--- src/rtl/morse_pkg.sv ---
// Shared Morse link definitions: frame length, letter table and receiver states.
// The Morse encoder is expected to move onto these same definitions.
package morse_pkg;

  localparam int MORSE_LEN = 12;

  typedef logic [MORSE_LEN-1:0] morse_code_t;
  typedef logic [2:0]           letter_t;

  // MSB first, 1 = tone on; dot = 1, dash = 111, one-unit gap, zero padded
  localparam morse_code_t MORSE_TABLE [8] = '{
    12'b101110000000,  // A
    12'b111010101000,  // B
    12'b111010111010,  // C
    12'b111010100000,  // D
    12'b100000000000,  // E
    12'b101011101000,  // F
    12'b111011101000,  // G
    12'b101010100000   // H
  };

  typedef enum logic [1:0] {IDLE, START, SAMPLE, DECODE} rx_state_t;

endpackage

--- src/rtl/morse_code_match.sv ---
// Combinational lookup of a captured 12-unit frame against the letter table.
module morse_code_match
  import morse_pkg::*;
(
  input  morse_code_t code,
  output letter_t     letter,
  output logic        hit
);

  always_comb begin
    letter = '0;
    hit    = 1'b0;
    for (int i = 0; i < 8; i++) begin
      if (code == MORSE_TABLE[i]) begin
        letter = letter_t'(i);
        hit    = 1'b1;
      end
    end
  end

endmodule

--- src/rtl/morse_decoder.sv ---
// UART-style Morse receiver: rising-edge frame start, mid-unit sampling of a
// fixed 12-unit frame, then a one-cycle table decode into a letter code.
module morse_decoder
  import morse_pkg::*;
#(
  parameter int CLOCK_FREQUENCY = 500
) (
  input  logic    ClockIn,
  input  logic    Reset,
  input  logic    DotDashIn,
  output letter_t Letter,
  output logic    LetterValid,
  output logic    Error,
  output logic    Busy,
  output logic    SampleOut
);

  localparam int BIT   = CLOCK_FREQUENCY / 2;
  localparam int HALF  = CLOCK_FREQUENCY / 4;
  localparam int CNT_W = $clog2(BIT) + 1;

  localparam logic [CNT_W-1:0] HALF_LOAD = CNT_W'(HALF - 1);
  localparam logic [CNT_W-1:0] BIT_LOAD  = CNT_W'(BIT - 1);

  logic             sync_p0;
  logic             din_s;
  logic             din_s_d;
  rx_state_t        state;
  logic [CNT_W-1:0] cnt;
  logic [3:0]       idx;
  morse_code_t      shreg;
  letter_t          letter_q;
  letter_t          match_letter;
  logic             hit;
  logic             tick;

  // Stage p0..p2: two-flop synchroniser plus one delayed copy for edge detect
  always_ff @(posedge ClockIn) begin
    if (Reset) begin
      sync_p0 <= 1'b0;
      din_s   <= 1'b0;
      din_s_d <= 1'b0;
    end else begin
      sync_p0 <= DotDashIn;
      din_s   <= sync_p0;
      din_s_d <= din_s;
    end
  end

  assign tick = (cnt == '0);

  always_ff @(posedge ClockIn) begin
    if (Reset) begin
      state    <= IDLE;
      cnt      <= '0;
      idx      <= '0;
      shreg    <= '0;
      letter_q <= '0;
    end else begin
      case (state)
        IDLE: begin
          if (din_s && !din_s_d) begin
            cnt   <= HALF_LOAD;
            state <= START;
          end
        end
        START: begin
          if (tick) begin
            // A start unit that is low at its midpoint was a glitch
            if (din_s) begin
              shreg <= {shreg[MORSE_LEN-2:0], 1'b1};
              idx   <= 4'd1;
              cnt   <= BIT_LOAD;
              state <= SAMPLE;
            end else begin
              state <= IDLE;
            end
          end else begin
            cnt <= cnt - CNT_W'(1);
          end
        end
        SAMPLE: begin
          if (tick) begin
            shreg <= {shreg[MORSE_LEN-2:0], din_s};
            idx   <= idx + 4'd1;
            cnt   <= BIT_LOAD;
            if (idx == 4'(MORSE_LEN - 1)) state <= DECODE;
          end else begin
            cnt <= cnt - CNT_W'(1);
          end
        end
        DECODE: begin
          if (hit) letter_q <= match_letter;
          state <= IDLE;
        end
        default: state <= IDLE;
      endcase
    end
  end

  morse_code_match u_match (
    .code   (shreg),
    .letter (match_letter),
    .hit    (hit)
  );

  // Result pulses are decoded from state so Letter changes in the same cycle
  assign SampleOut   = tick && (state == START || state == SAMPLE);
  assign LetterValid = (state == DECODE) && hit;
  assign Error       = (state == DECODE) && !hit;
  assign Busy        = (state != IDLE);
  assign Letter      = LetterValid ? match_letter : letter_q;

endmodule

--- config.mk ---
export PLATFORM = sky130hd
export DESIGN_NAME = morse_decoder
export DESIGN_NICKNAME = d
export VERILOG_FILES = /design/src/rtl/morse_pkg.sv /design/src/rtl/morse_code_match.sv /design/src/rtl/morse_decoder.sv
export SDC_FILE = /design/constraint.sdc
export NUM_CORES = 1
export LEC_CHECK = 0
export ABC_AREA = 1
export BUFFER_PORTS_ARGS = -buffer_cell sky130_fd_sc_hd__buf_2
export CAP_MARGIN = 20
export CORE_UTILIZATION = 35
export CTS_CLUSTER_DIAMETER = 60
export DETAILED_ROUTE_END_ITERATION = 10
export GPL_ROUTABILITY_DRIVEN = 0
export SLEW_MARGIN = 20
export SYNTH_ARGS = -nofsm -noshare
export SYNTH_HDL_FRONTEND = slang
export SYNTH_SLANG_ARGS = --single-unit
export TNS_END_PERCENT = 50
--- constraint.sdc ---
create_clock -name ClockIn -period 2.5 [get_ports ClockIn]
set_input_delay 0.375 -clock ClockIn [delete_from_list [all_inputs] [get_ports ClockIn]]
set_output_delay 0.375 -clock ClockIn [all_outputs]
set_load 0.02 [all_outputs]
# Word-level counts from Yosys, hierarchy flattened
# Cells that the tools add are included.
dict set report classes {
  addsub 2
  multipliers 0
  div_mod_pow 0
  n_lt_le_gt_ge 0
  eq_ne 18
  n_shift 0
  n_mux 35
  bitwise 0
  reduce_logical 16
}
# operator n
set ops {}
lappend ops {{12-bit == test (second input constant)} 8}
lappend ops {{12-bit two-way mux} 3}
lappend ops {{9-bit two-way mux} 4}
lappend ops {{9-bit one-hot mux with 3 select lines} 1}
lappend ops {{12-bit one-hot mux with 2 select lines} 1}
lappend ops {{3-bit two-way mux} 5}
lappend ops {{2-bit two-way mux} 7}
lappend ops {{4-bit two-way mux} 3}
lappend ops {{2-bit inequality test (second input constant)} 5}
lappend ops {{9-bit zero test} 1}
lappend ops {{1-bit two-way mux} 9}
lappend ops {{9-bit by 1-bit subtractor with 9-bit output (second input constant)} 1}
lappend ops {{2-bit one-hot mux with 4 select lines} 1}
lappend ops {{4-bit one-hot mux with 2 select lines} 1}
lappend ops {{4-bit AND reduction} 2}
lappend ops {{4-bit by 1-bit adder with 4-bit output (second input constant)} 1}
lappend ops {{2-bit == test (second input constant)} 2}
lappend ops {{4-bit == test (second input constant)} 1}
lappend ops {{1-bit logical AND} 4}
lappend ops {{2-bit nonzero test} 2}
lappend ops {{3-bit inequality test (second input constant)} 1}
lappend ops {{3-bit AND reduction} 1}
lappend ops {{3-bit nonzero test} 1}
lappend ops {{2-bit by 1-bit == test with 1-bit output (second input constant)} 1}
lappend ops {{4 further kinds} 5}
dict set report totals {
  register_bits 33
  latchBits 0
  ram_bits 0
  romBits 0
  in_bits 3
  wordCells 79
  mem_count 0
}

# Depth between registers and ports, before layout
dict set report depth {
  depth_word 11
  ltp_mapped 11
  depth_no_buf 11
}

# Modules after synthesis
# Synthesis repeated with hierarchy kept, for this count alone.
dict set report unflattened {
  hier_cells 290
  hier_area_um2 1974.4
}
# module instances cells_per_inst area_per_inst_um2 seq_area_each_um2
set by_module_without_submodules {}
lappend by_module_without_submodules {morse_decoder 1 234 1682.9 660.6}
lappend by_module_without_submodules {morse_code_match 1 56 291.5 0.0}

# Least setup slack after synthesis
# No wires, ideal clock.
dict set report synth_path {
  path_kind {reg-to-output}
  from {register cnt[0]}
  to {output SampleOut}
  arrival_time_ns 1.265
  required_time_ns 2.125
  setup_slack_ns 0.860
  path_stages_with_launch 7
  path_cell_list {dfxtp_1 > inv_1 > ha_1 > nand2_2 > nor2_4 > nand2_1 > nor2_1}
}
dict set report synth_between {
  elab_chain_cells 2
}
# element line_no
set synth_lines {}
lappend synth_lines {{from (decl)} morse_decoder.sv:29} ;# logic [CNT_W-1:0] cnt;
lappend synth_lines {{from (signal assigned)} morse_decoder.sv:79} ;# cnt <= cnt - CNT_W'(1);
lappend synth_lines {{from (signal assigned)} morse_decoder.sv:89} ;# cnt <= cnt - CNT_W'(1);
lappend synth_lines {{9-bit zero test} morse_decoder.sv:50} ;# assign tick = (cnt == '0);
lappend synth_lines {{1-bit logical AND} morse_decoder.sv:108} ;# assign SampleOut = tick && (state == START || state == SAMPLE);
lappend synth_lines {{to (decl)} morse_decoder.sv:15} ;# output logic SampleOut
# Every way passes these cells.

# Worst setup path after layout
dict set report layout_path {
  from {register shreg[6]}
  to {output Letter[0]}
}
dict set report layout_between {
  elab_chain_cells 11
}
# element line_no
set layout_lines {}
lappend layout_lines {{from (decl)} morse_decoder.sv:31} ;# morse_code_t shreg;
lappend layout_lines {{from (signal assigned)} morse_decoder.sv:71} ;# shreg <= {shreg[MORSE_LEN-2:0], 1'b1};
lappend layout_lines {{from (signal assigned)} morse_decoder.sv:84} ;# shreg <= {shreg[MORSE_LEN-2:0], din_s};
lappend layout_lines {{12-bit == test} morse_code_match.sv:14} ;# if (code == MORSE_TABLE[i]) begin
lappend layout_lines {{1-bit two-way mux (8 in series)} morse_code_match.sv:14}
lappend layout_lines {{1-bit logical AND} morse_decoder.sv:109} ;# assign LetterValid = (state == DECODE) && hit;
lappend layout_lines {{3-bit two-way mux (*)} morse_decoder.sv:112} ;# assign Letter = LetterValid ? match_letter : letter_q;
lappend layout_lines {{to (decl)} morse_decoder.sv:11} ;# output letter_t Letter,
# Every way passes the cells marked *; elsewhere a longest branch is shown, timed or not.

==> run summary <==
Crit Path Max Fanout = 4
Most common cell on crit path = nand2_1
WL per Instance = 10.2 um
Initial antenna violation count = 0
Initial core utilization = 37.4%
Top delay family on crit path = simple AND/OR/NAND/NOR gates
Max-cap violations = 0
GR Overflow Total = 0
Required time of the critical path = 2.12 ns
Multi-input logic area = 982 um^2
Final setup vio count = 0
Total CTS buffers = 5
Top cells by area, synth = dfxtp_1, nand2_1, nor2_1, inv_1, o21ai_0
Clk Latency, worst-skew pair = 0.28 ns
Global-route wire length before repair = 6.65 mm
DR iter-0 viols = 60
WS Path Type = reg2out
Combinational family with the most area after synthesis = simple AND/OR/NAND/NOR gates
Buffer count from post-CTS setup fixing = 0
H-tree levels = 2
Post-synthesis simple-gate area fraction = 33.4%
Sequential standard cell area = 661 um^2
Area share of the largest cell type after synthesis = 36.2%
RSZ-0062 raised after global routing = false
Largest net degree at the start of global routing = 28
Post-synthesis cell type count = 24
DP HPWL = 2.70 mm
Static Leak = 0.896 nW
Seq/Total Area, Yosys = 36.2%
Vias/cell = 4.66
CTS tree = built
Syn_nets = 288
Final Skew = 0.00578 ns
Average size of a mapped cell = 6.57 um^2
ANT nets after route = 0
Mapped cell area = 1830 um^2
Drt total wl = 3.63 mm
Yosys warning count = 0
Worst Path Arrival = 1.79 ns
Run status = finished, final reports clean
Slew headroom = 70.6%
Drc violations = 0
Routing usage on met1 = 18.9%
# resized after CTS = 0
Power density cells = 761 nW/um^2
Total GRT Usage = 15.8%
Levels on crit path = 12
Worst hold path class = in2reg
Drt pass-1 iters = 5
Mux share of post-synthesis cell area = 0%
Slowest-stage cell, CP = dfxtp_1
GR peak layer = met2
Clock sinks = 33
Area leader, netlist = dfxtp_1
Seq cells post-synth = 33
Die H = 74.2 um
Row Count = 25
Fin Setup TNS = 0 ns
Synth Area in Adders = 4.80%
Buf/Inv on CP = 3
Crit share post-route = 86.7%
Hold bufs inserted after CTS = 0
Final WS setup = 0.332 ns
Crit-path max cell delay = 0.32 ns
Area growth, synth to finish = 9.80%
M3 GR Usage = 4.07%
Post-Place Worst Slack = 0.527 ns
Cell depth of the worst hold path = 3
Slew Viols, Final = 0
Via count = 1660
Vias in the first global route = 1563
Cells after Synth = 278
Highest clock rate = 461 MHz
Reg-to-reg slack, setup = 0.53 ns
Max clock buf depth = 2
Port bufs = 9
Startpoint type of the worst setup path = flop
Layout cells sized above 1 = 11.1%
Clock Pin Slew Worst Setup and Hold Paths = 0.07 ns
Nets = 298
Clock root buffer = clkbuf_8
Fillers = 536
Crit-path cells = inv_1, nand2_1, nor2_2, nand3_1, nand2_1, nor2_1, nand2_2, nand2_1, nand2_1, nand2_1, inv_1, buf_2
Worst Tran Pin Value = 0.440 ns
IO Pins = 10
DIE AREA = 5510 um^2
GR met2 Demand/Resource = 26.7%
Die width = 74.2 um
Antenna Cells = 0
Synth Area in Compound Gates = 15.6%
Worst IR Drop VDD = 0.374 mV
Min Clock Period, post-route = 2.17 ns
XOR/XNOR Fraction of Synth Area = 0%
Crit end category = output pin
Core region area = 4880 um^2
Final Hold Violating Endpoints = 0
Worst reg2reg path depth = 9
## per-stage QoR
step	std cells	hold slack [ns]	power, mW	utilization, %	cell area [um^2]
6_report	356	0.291	1.53	41.1	2000
5_1_grt	356	0.298	1.67	41.1	2000
4_1_cts	356	0.285	1.54	41.1	2000
3_5_place_dp	348	0.399	1.15	39.4	1920
3_3_place_gp	348	0.393	1.15	39.4	1920
2_1_floorplan	278	0.388	1.07	-	1830
## sequential cells by signal, indices dropped and copies added (netlist names), named ones only
name,count
idx,4
shreg,12
state,1
sync_p0,1
din_s_d,1
cnt,9
din_s,1
letter_q,3
## tightest hold or removal path: stages
cell	delay, ns
buf_2	0.10
inv_1	0.04
nor2_1	0.03
## path summary, 6_finish.rpt
check | startpoint | end
setup / recovery | shreg[6] | Letter[0]
hold reg to reg | sync_p0 | din_s
setup reg to reg | state[0] | idx[0]
hold / removal | DotDashIn | sync_p0
## cell type report
type                            instances  share of cell area [%]
Clock inverter                          2                   0.499
Multi-Input combinational cell        199                    49.0
Clock buffer                            6                    3.62
Inverter                               40                    7.49
Tap cell                               67                    4.18
Timing Repair Buffer                    9                    2.25
Sequential cell                        33                    33.0
## placed cells by master (no fill, tap or decap), drive strengths merged
| cell | n |
|---|---|
| dfxtp | 33 |
| nand3b | 1 |
| nor2 | 51 |
| nand3 | 27 |
| nand4 | 2 |
| a21oi | 23 |
| inv | 40 |
| nor3b | 1 |
| clkbuf | 6 |
| o21ai | 30 |
| nor3 | 3 |
| buf | 9 |
| nand2 | 52 |
| ha | 7 |
| clkinv | 2 |
| o22ai | 1 |
| a31oi | 1 |
## power breakdown
part           internal (mW)  switching (mW)  total (mW)  leakage [nW]
Sequential             0.592          0.0582       0.650         0.269
Combinational          0.162           0.332       0.495         0.582
Clock                  0.193           0.189       0.381        0.0450
Total                  0.947           0.579        1.53         0.896
## routing by layer
metal | part of all wire (%) | wire length [um] | up-vias
met4 | 1.8 | 65 | 0
li1 | - | - | 911
met1 | 50 | 1830 | 718
met3 | 2.9 | 106 | 7
met2 | 45 | 1630 | 24
met5 | 0 | 0 | -
## cell usage after synthesis
master and number:
nor2_2 5, nand3_1 25, dfxtp_1 33, buf_6 1
nand2_2 3, nand3b_1 1, nand4_1 2, nor2_4 2
ha_1 7, o21ai_1 1, buf_2 2, o21ai_0 27
o21ai_2 2, nand3_2 2, a21oi_1 23, inv_1 38
nor3_1 3, clkbuf_1 3, a31oi_1 1, o22ai_1 1
nor2_1 44, inv_2 2, nand2_1 49, nor3b_1 1
## kinds of logic (layout without fill, tap and decap cells)
group                    after synthesis  count (layout)
AND/OR/NAND/NOR                      137             137
AO/OA/AOI/OAI                         55              55
buffers and inverters                 46              57
flip-flops                            33              33
adder cells (fa/ha/maj)                7               7
Power figures use the tool's default switching activity.
